File: src/rtl/xain_pkg.sv
// Shared types and widths for the bridge-to-ioctl download path.
package xain_pkg;

    localparam int unsigned IOCTL_ADDR_W = 25;
    localparam int unsigned IOCTL_DATA_W = 8;
    localparam int unsigned WORD_W       = 32;
    localparam int unsigned SLOT_W       = 16;
    localparam int unsigned FIFO_ENTRY_W = IOCTL_ADDR_W + WORD_W;

    typedef enum logic [2:0] {
        IDLE,
        FETCH,
        EMIT,
        GAP,
        FINISH
    } ser_state_t;

    // One buffered bridge word: byte address (low two bits unused) and payload.
    typedef struct packed {
        logic [IOCTL_ADDR_W-1:0] addr;
        logic [WORD_W-1:0]       data;
    } fifo_entry_t;

endpackage

File: src/rtl/ioctl_word_fifo.sv
// Synchronous word FIFO with flush; count, full and empty are registered.
module ioctl_word_fifo
    import xain_pkg::*;
#(
    parameter int unsigned DEPTH = 4
) (
    input  logic                            clk,
    input  logic                            reset,
    input  logic                            flush,
    input  logic                            push,
    input  logic                            pop,
    input  fifo_entry_t                     wdata,
    output fifo_entry_t                     rdata,
    output logic [$clog2(DEPTH):0]          count,
    output logic                            full,
    output logic                            empty
);

    localparam int unsigned PTR_W = $clog2(DEPTH);
    localparam int unsigned CNT_W = PTR_W + 1;

    fifo_entry_t        mem [DEPTH];
    logic [PTR_W-1:0]   wr_ptr;
    logic [PTR_W-1:0]   rd_ptr;
    logic [CNT_W-1:0]   count_nxt;
    logic               do_push;
    logic               do_pop;

    // A full FIFO refuses writes even when a pop lands in the same cycle.
    assign do_push = push && !full;
    assign do_pop  = pop && !empty;
    assign rdata   = mem[rd_ptr];

    always_comb begin
        count_nxt = count;
        if (do_push && !do_pop) begin
            count_nxt = count + CNT_W'(1);
        end else if (do_pop && !do_push) begin
            count_nxt = count - CNT_W'(1);
        end
    end

    always_ff @(posedge clk) begin
        if (reset || flush) begin
            wr_ptr <= '0;
            rd_ptr <= '0;
            count  <= '0;
            full   <= 1'b0;
            empty  <= 1'b1;
        end else begin
            if (do_push) begin
                wr_ptr <= wr_ptr + PTR_W'(1);
            end
            if (do_pop) begin
                rd_ptr <= rd_ptr + PTR_W'(1);
            end
            count <= count_nxt;
            full  <= (count_nxt == CNT_W'(DEPTH));
            empty <= (count_nxt == '0);
        end
    end

    always_ff @(posedge clk) begin
        if (do_push) begin
            mem[wr_ptr] <= wdata;
        end
    end

endmodule

File: src/rtl/bridge_ioctl_serializer.sv
// Turns buffered 32-bit bridge words into a big-endian ioctl byte stream
// with fixed write spacing, ioctl_wait back-pressure and download framing.
module bridge_ioctl_serializer
    import xain_pkg::*;
#(
    parameter int unsigned FIFO_DEPTH = 4,
    parameter int unsigned WRITE_GAP  = 4
) (
    input  logic                     clk,
    input  logic                     reset,
    input  logic                     dl_start,
    input  logic [SLOT_W-1:0]        dl_slot,
    input  logic                     dl_end,
    input  logic                     word_wr,
    input  logic [IOCTL_ADDR_W-1:0]  word_addr,
    input  logic [WORD_W-1:0]        word_data,
    output logic                     word_full,
    output logic                     overflow,
    output logic                     ioctl_download,
    output logic [SLOT_W-1:0]        ioctl_index,
    output logic                     ioctl_wr,
    output logic [IOCTL_ADDR_W-1:0]  ioctl_addr,
    output logic [IOCTL_DATA_W-1:0]  ioctl_data,
    input  logic                     ioctl_wait
);

    localparam int unsigned FIFO_CNT_W = $clog2(FIFO_DEPTH) + 1;
    localparam int unsigned GAP_W      = $clog2(WRITE_GAP);
    localparam logic [IOCTL_ADDR_W-1:0] ADDR_WORD_MASK = ~IOCTL_ADDR_W'(3);

    ser_state_t              state;
    fifo_entry_t             fifo_wdata;
    fifo_entry_t             fifo_rdata;
    logic [FIFO_CNT_W-1:0]   fifo_count;
    logic                    fifo_empty;
    logic                    push_c;
    logic                    pop_c;
    logic                    last_gap_c;
    logic                    end_flag;
    logic [WORD_W-1:0]       shreg;
    logic [IOCTL_ADDR_W-1:0] cur_addr;
    logic [1:0]              byte_idx;
    logic [GAP_W-1:0]        gap_cnt;

    // The last gap cycle after byte 3 doubles as FETCH so word-to-word spacing stays WRITE_GAP.
    assign last_gap_c = (state == GAP) && (gap_cnt == '0);
    assign push_c     = word_wr && (state != IDLE) && !dl_start;
    assign pop_c      = !dl_start &&
                        ((state == FETCH) || (last_gap_c && (byte_idx == 2'd3)));
    assign fifo_wdata = '{addr: word_addr, data: word_data};

    ioctl_word_fifo #(
        .DEPTH (FIFO_DEPTH)
    ) u_fifo (
        .clk   (clk),
        .reset (reset),
        .flush (dl_start),
        .push  (push_c),
        .pop   (pop_c),
        .wdata (fifo_wdata),
        .rdata (fifo_rdata),
        .count (fifo_count),
        .full  (word_full),
        .empty (fifo_empty)
    );

    always_ff @(posedge clk) begin
        if (reset) begin
            state          <= IDLE;
            overflow       <= 1'b0;
            ioctl_download <= 1'b0;
            ioctl_index    <= '0;
            ioctl_wr       <= 1'b0;
            ioctl_addr     <= '0;
            ioctl_data     <= '0;
            end_flag       <= 1'b0;
            shreg          <= '0;
            cur_addr       <= '0;
            byte_idx       <= 2'd0;
            gap_cnt        <= '0;
        end else begin
            ioctl_wr <= 1'b0;
            if ((state != IDLE) && word_wr && word_full) begin
                overflow <= 1'b1;
            end
            if (dl_end) begin
                end_flag <= 1'b1;
            end

            // A start always wins: relatch, clear, and abandon whatever was in flight.
            if (dl_start) begin
                ioctl_index    <= dl_slot;
                overflow       <= 1'b0;
                end_flag       <= 1'b0;
                ioctl_download <= 1'b1;
                state          <= FETCH;
            end else begin
                case (state)
                    IDLE: begin
                        ioctl_download <= 1'b0;
                    end
                    FETCH: begin
                        if (fifo_count != '0) begin
                            shreg    <= fifo_rdata.data;
                            cur_addr <= fifo_rdata.addr;
                            byte_idx <= 2'd0;
                            state    <= EMIT;
                        end else if (end_flag) begin
                            state <= FINISH;
                        end
                    end
                    EMIT: begin
                        if (!ioctl_wait) begin
                            ioctl_wr   <= 1'b1;
                            ioctl_data <= shreg[WORD_W-1 -: IOCTL_DATA_W];
                            ioctl_addr <= (cur_addr & ADDR_WORD_MASK) | IOCTL_ADDR_W'(byte_idx);
                            shreg      <= {shreg[WORD_W-IOCTL_DATA_W-1:0], IOCTL_DATA_W'(0)};
                            gap_cnt    <= GAP_W'(WRITE_GAP - 2);
                            state      <= GAP;
                        end
                    end
                    GAP: begin
                        if (!last_gap_c) begin
                            gap_cnt <= gap_cnt - GAP_W'(1);
                        end else if (byte_idx != 2'd3) begin
                            byte_idx <= byte_idx + 2'd1;
                            state    <= EMIT;
                        end else if (!fifo_empty) begin
                            shreg    <= fifo_rdata.data;
                            cur_addr <= fifo_rdata.addr;
                            byte_idx <= 2'd0;
                            state    <= EMIT;
                        end else begin
                            state <= FETCH;
                        end
                    end
                    FINISH: begin
                        ioctl_download <= 1'b0;
                        state          <= IDLE;
                    end
                    default: begin
                        state <= IDLE;
                    end
                endcase
            end
        end
    end

endmodule

File: config.mk
export PLATFORM = sky130hd
export DESIGN_NAME = bridge_ioctl_serializer
export DESIGN_NICKNAME = d
export VERILOG_FILES = /design/src/rtl/xain_pkg.sv /design/src/rtl/ioctl_word_fifo.sv /design/src/rtl/bridge_ioctl_serializer.sv
export SDC_FILE = /design/constraint.sdc
export NUM_CORES = 1
export LEC_CHECK = 0
export ABC_CLOCK_PERIOD_IN_PS = 3850
export BUFFER_PORTS_ARGS = -buffer_cell sky130_fd_sc_hd__clkbuf_2
export CORE_MARGIN = 4
export CORE_UTILIZATION = 45
export DETAILED_ROUTE_END_ITERATION = 8
export GPL_TIMING_DRIVEN = 0
export PLACE_DENSITY = 0.69
export SLEW_MARGIN = 25
export SYNTH_ARGS = -nofsm -noshare
export SYNTH_HDL_FRONTEND = slang
export SYNTH_HIERARCHICAL = 1
export SYNTH_SLANG_ARGS = --single-unit
File: constraint.sdc
create_clock -name clk -period 3.85 [get_ports clk]
set_clock_uncertainty 0.15 [all_clocks]
set_input_delay 0.5775 -clock clk [delete_from_list [all_inputs] [get_ports clk]]
set_output_delay 0.5775 -clock clk [all_outputs]
set_load 0.02 [all_outputs]
== After elaboration in Yosys (flattened, before gate mapping) ==
Memory sizes are Yosys's and may differ from the RTL's. A register that Yosys moved wholly into a read port is not among the register bits.
Cells that the tools add are included.
W data, S select, Z words.
Cells by class
  add/sub/neg operators: 6
  eq/ne operators: 19
  mux-type cells: 36
  bitwise gates (word level): 5
  reduce and logical (&&, ||, !) cells: 36
Operators by type and width (number)
  $mux W32: 5
  $mux W25: 4
  $pmux W32 S3: 1
  $pmux W25 S2: 1
  $or A25 B2 Y25: 1
  $mux W2: 10
  $mux W3: 6
  $ne A2 B2 Y1 const B: 7
  $pmux W3 S4: 1
  $reduce_and A4 Y1: 3
  $logic_and A1 B1 Y1: 10
  $ne A3 B3 Y1 const B: 3
  $reduce_bool A3 Y1: 3
  $pmux W2 S2: 2
  $reduce_and A7 Y1: 1
  $add A2 B1 Y2 const B: 3
  $eq A3 B2 Y1 const B: 2
  $eq A3 B3 Y1 const B: 2
  $logic_not A3 Y1: 2
  $mux W1: 6
  $reduce_and A6 Y1: 1
  $reduce_bool A2 Y1: 3
  $logic_not A1 Y1: 5
  $reduce_and A5 Y1: 1
  14 further kinds: 19
Word-level totals
  bits in registers: 126
  bits in writable memories: 228
  output and inout bits: 53
  memories: 1
Memory list
  u_fifo.mem: words 4, bits a word 57, read ports 1, clocked after memory_dff 1, wr ports 1, RTL line ioctl_word_fifo.sv:22  | fifo_entry_t mem [DEPTH];

== Depth between registers and ports, before layout ==
  depth after elaboration: 10
  depth in mapped cells: 9
  mapped depth without buffers: 8

== Cells and area by module ==
The synthesis kept the hierarchy.
Modules (own cells, without submodules)
  ioctl_word_fifo: times used 1, cells each 367, area each 8861.0 sq um
  bridge_ioctl_serializer: times used 1, cells each 523, area each 5014.8 sq um

== Least setup slack after synthesis ==
No wires, ideal clock.
  kind: in2reg
  start point: input port dl_start
  end point: memory u_fifo/mem[1][0] (netlist name) (enable)
  setup time: 0.421 ns
  data arrival time: 2.853 ns
  setup slack: 0.427 ns
  cell stages on the path: 6
  cells stage by stage: buf_2 buf_2 nor2_1 nor2b_4 buf_6 and2_1
Between the ends
  word-level cells in the longest chain between the ends: 5
Ends and longest elaborated chain
  start, declared: RTL line bridge_ioctl_serializer.sv:11  | input logic dl_start,
  $logic_not A1 Y1: RTL line bridge_ioctl_serializer.sv:47  | assign push_c = word_wr && (state != IDLE) && !dl_start;
  $logic_and A1 B1 Y1: RTL line bridge_ioctl_serializer.sv:47
  net push_c: RTL line bridge_ioctl_serializer.sv:36  | logic push_c;
  $logic_and A1 B1 Y1: RTL line ioctl_word_fifo.sv:30  | assign do_push = push && !full;
  $mux W1: RTL line ioctl_word_fifo.sv:64  | if (do_push) begin
  $mux W1 (not written as such): RTL line ioctl_word_fifo.sv:65  | mem[wr_ptr] <= wdata;
  end, declared: RTL line ioctl_word_fifo.sv:22
The timed path passes the listed nets, and every way through them passes these cells.

== Final worst setup path ==
  start point: register state[1]
  end point: memory u_fifo/mem[1][10] (netlist name) (enable)
Between the ends
  word-level cells in the longest chain between the ends: 6
Ends and longest elaborated chain
  start, declared: RTL line bridge_ioctl_serializer.sv:31  | ser_state_t state;
  start signal, assigned: RTL line bridge_ioctl_serializer.sv:69  | state <= IDLE;
  start signal, assigned: RTL line bridge_ioctl_serializer.sv:96  | state <= FETCH;
  start signal, assigned: RTL line bridge_ioctl_serializer.sv:107  | state <= EMIT;
  $reduce_bool A3 Y1: RTL line bridge_ioctl_serializer.sv:47
  $logic_and A1 B1 Y1 (2 in a row): RTL line bridge_ioctl_serializer.sv:47
  net push_c: RTL line bridge_ioctl_serializer.sv:36
  $logic_and A1 B1 Y1: RTL line ioctl_word_fifo.sv:30
  $mux W1: RTL line ioctl_word_fifo.sv:64
  $mux W1 (not written as such): RTL line ioctl_word_fifo.sv:65
The timed path passes the listed nets, and every way through them passes these cells.

==> qor.csv <==
metric,value,unit
worst skew pair latency,510,ps
root buffer cell,clkbuf_16,
Cell Rows,63,
final RePlAce weighted congestion,0.8103,
initial DRC count,516,
final core utilization,53.96,%
Finish-stage setup viols,0,
slew margin rel.,50.61,%
DRC,0,
Cells after DPL,1403,
final worst-path cycle share,69.58,%
Pleak,5.431,nW
"Power, Total",0.007821,W
critical path class,register to register,
antenna-violating nets left,0,
Post-CTS Hold Buffers,0,
routed length per placed instance,19.05,µm
worst min path class,primary input to register,
dpl cell area,14830,µm²
initial antenna violation count,4,
crit path launch type,register,
Initial Utilization,45.73,%
Fin. Hold Viols,0,
Max Cap Violations,0,
fraction of layout cells with a size suffix above 1,30.15,%
crit end category,register,
Critical Path RT,3900,ps
clock slew at reported path FFs,60,ps
core outline area,29720,µm²
first-pass GRT wire length,44440,µm
RSZ-0062 raised after global routing,false,
Total GRT Usage,17.03,%
Syn Inst Count,880,
Worst Path Arrival,2730,ps
dpl ws,715.1,ps
Post-Syn Area,13590,µm²
Synth warnings,6,
DRT Wirelength,27980,µm
NumNets Final,1138,
H-tree levels,2,
Die X,181.8,µm
GRT Residual Overflow,0,
Chip Height,181.8,µm
status,"finished, final reports clean",
PD cells,487.7,nW/µm²
worst-path fanout max,29,
Final WS setup,1171,ps
FMAX,373.3,MHz
crit path time final,2679,ps
CTS buffer count,36,
DR vias,7694,
"Cell Count, Final, Fillers Out",1469,
number of buffers added on ports,129,
CTS max path bufs,3,
"Avg Cell Area, Syn",15.44,µm²
DRT Pass-1 Iters,5,
die area,33050,µm²
Slew @ Worst Pin,740.8,ps
number of post-CTS setup repair buffers,0,
post-DP HPWL,18880,µm
largest net degree at the start of global routing,40,
CTS Sinks,346,
Vias/cell,5.238,
Max Transition Viols Final,0,
synthesis-to-layout area growth,17.99,%
post-CTS sizing,0,
VDD IR max,274.1,µV
vias in the first global route,8004,
Final Cell Area,16040,µm²
# IOs,132,
syn nets,967,
TritonCTS clock tree,yes,
[cell type report]
class | count | area [µm²]
inverters | 10 | 37.54
repair buffers | 133 | 740.7
multi-input cells | 467 | 4096
fillers | 2396 | 13680
clock buffers | 47 | 972.2
flip-flops and latches | 346 | 9129
well taps | 390 | 488.0
plain buffers | 57 | 337.8
clock inverters | 18 | 231.5
diodes | 1 | 2.502
[worst max-delay path, stage by stage (launching register included)]
cell	delay (ps)
dfxtp_1	340
buf_4	190
or2_1	210
o21ai_1	90
nor2_1	200
nor2b_4	240
buf_6	160
and2_4	470
buf_12	270
[where the power goes]
part	internal (W)	switching (W)	total, W	leakage (nW)
sequential	0.00399	0.0000234	0.00401	3.01
clock	0.00212	0.00137	0.00350	0.577
combinational	0.000129	0.000178	0.000307	1.85
total	0.00624	0.00158	0.00782	5.43
[flip-flops by register name, summed over array words and instances (netlist names), named ones only]
register        cells
u_fifo/mem        220
ioctl_addr         25
cur_addr           23
u_fifo/full         1
shreg              32
u_fifo/wr_ptr       2
gap_cnt             2
ioctl_data          8
u_fifo/count        3
ioctl_index        16
ioctl_download      1
u_fifo/rd_ptr       2
byte_idx            2
end_flag            1
overflow            1
state               3
u_fifo/empty        1
ioctl_wr            1
[stage by stage]
step | hold slack (ps) | TNS, ps
global route | 115.6 | 0
detailed placement | 292.5 | 0
finish | 119.5 | 0
global placement | 289.9 | -212960
floorplan | 281.4 | 0
CTS | 106.9 | 0
[final timing paths]
check / startpoint / endpoint / slack (ps) / cells past startpoint
max reg2reg: state[1]$_SDFFE_PP0P_ / u_fifo/mem[1][10]$_DFFE_PP_ / 1170 / 8
min reg2reg: cur_addr[22]$_SDFFE_PP0P_ / ioctl_addr[22]$_SDFFE_PP0P_ / 300 / 2
max: state[1]$_SDFFE_PP0P_ / u_fifo/mem[1][10]$_DFFE_PP_ / 1170 / 8
min: dl_end / end_flag$_SDFFE_PP0P_ / 120 / 2
[cell usage in the layout (no fill, tap or decap), types with 4 or more instances in the layout]
cell type,n
mux4_2,55
bufinv_16,5
edfxtp_1,220
nand2_1,87
nor2_1,30
mux2i_1,71
clkinv_1,5
buf_6,11
nand2b_1,48
or3b_2,8
clkbuf_2,129
clkbuf_16,36
buf_4,6
buf_2,15
dfxtp_1,126
nor3_1,6
inv_1,9
a211oi_2,24
a31oi_1,24
clkbuf_1,32
ha_1,8
and2_4,4
a21oi_1,44
[routing by layer]
layer | GRT usage [%] | share of wire [%]
met5 | 0 | 0.16
met4 | 4.893 | 2.3
met1 | 22.76 | 43
met3 | 4.026 | 6.4
met2 | 28.06 | 48
Note: power is estimated with default switching activity, not from simulation.
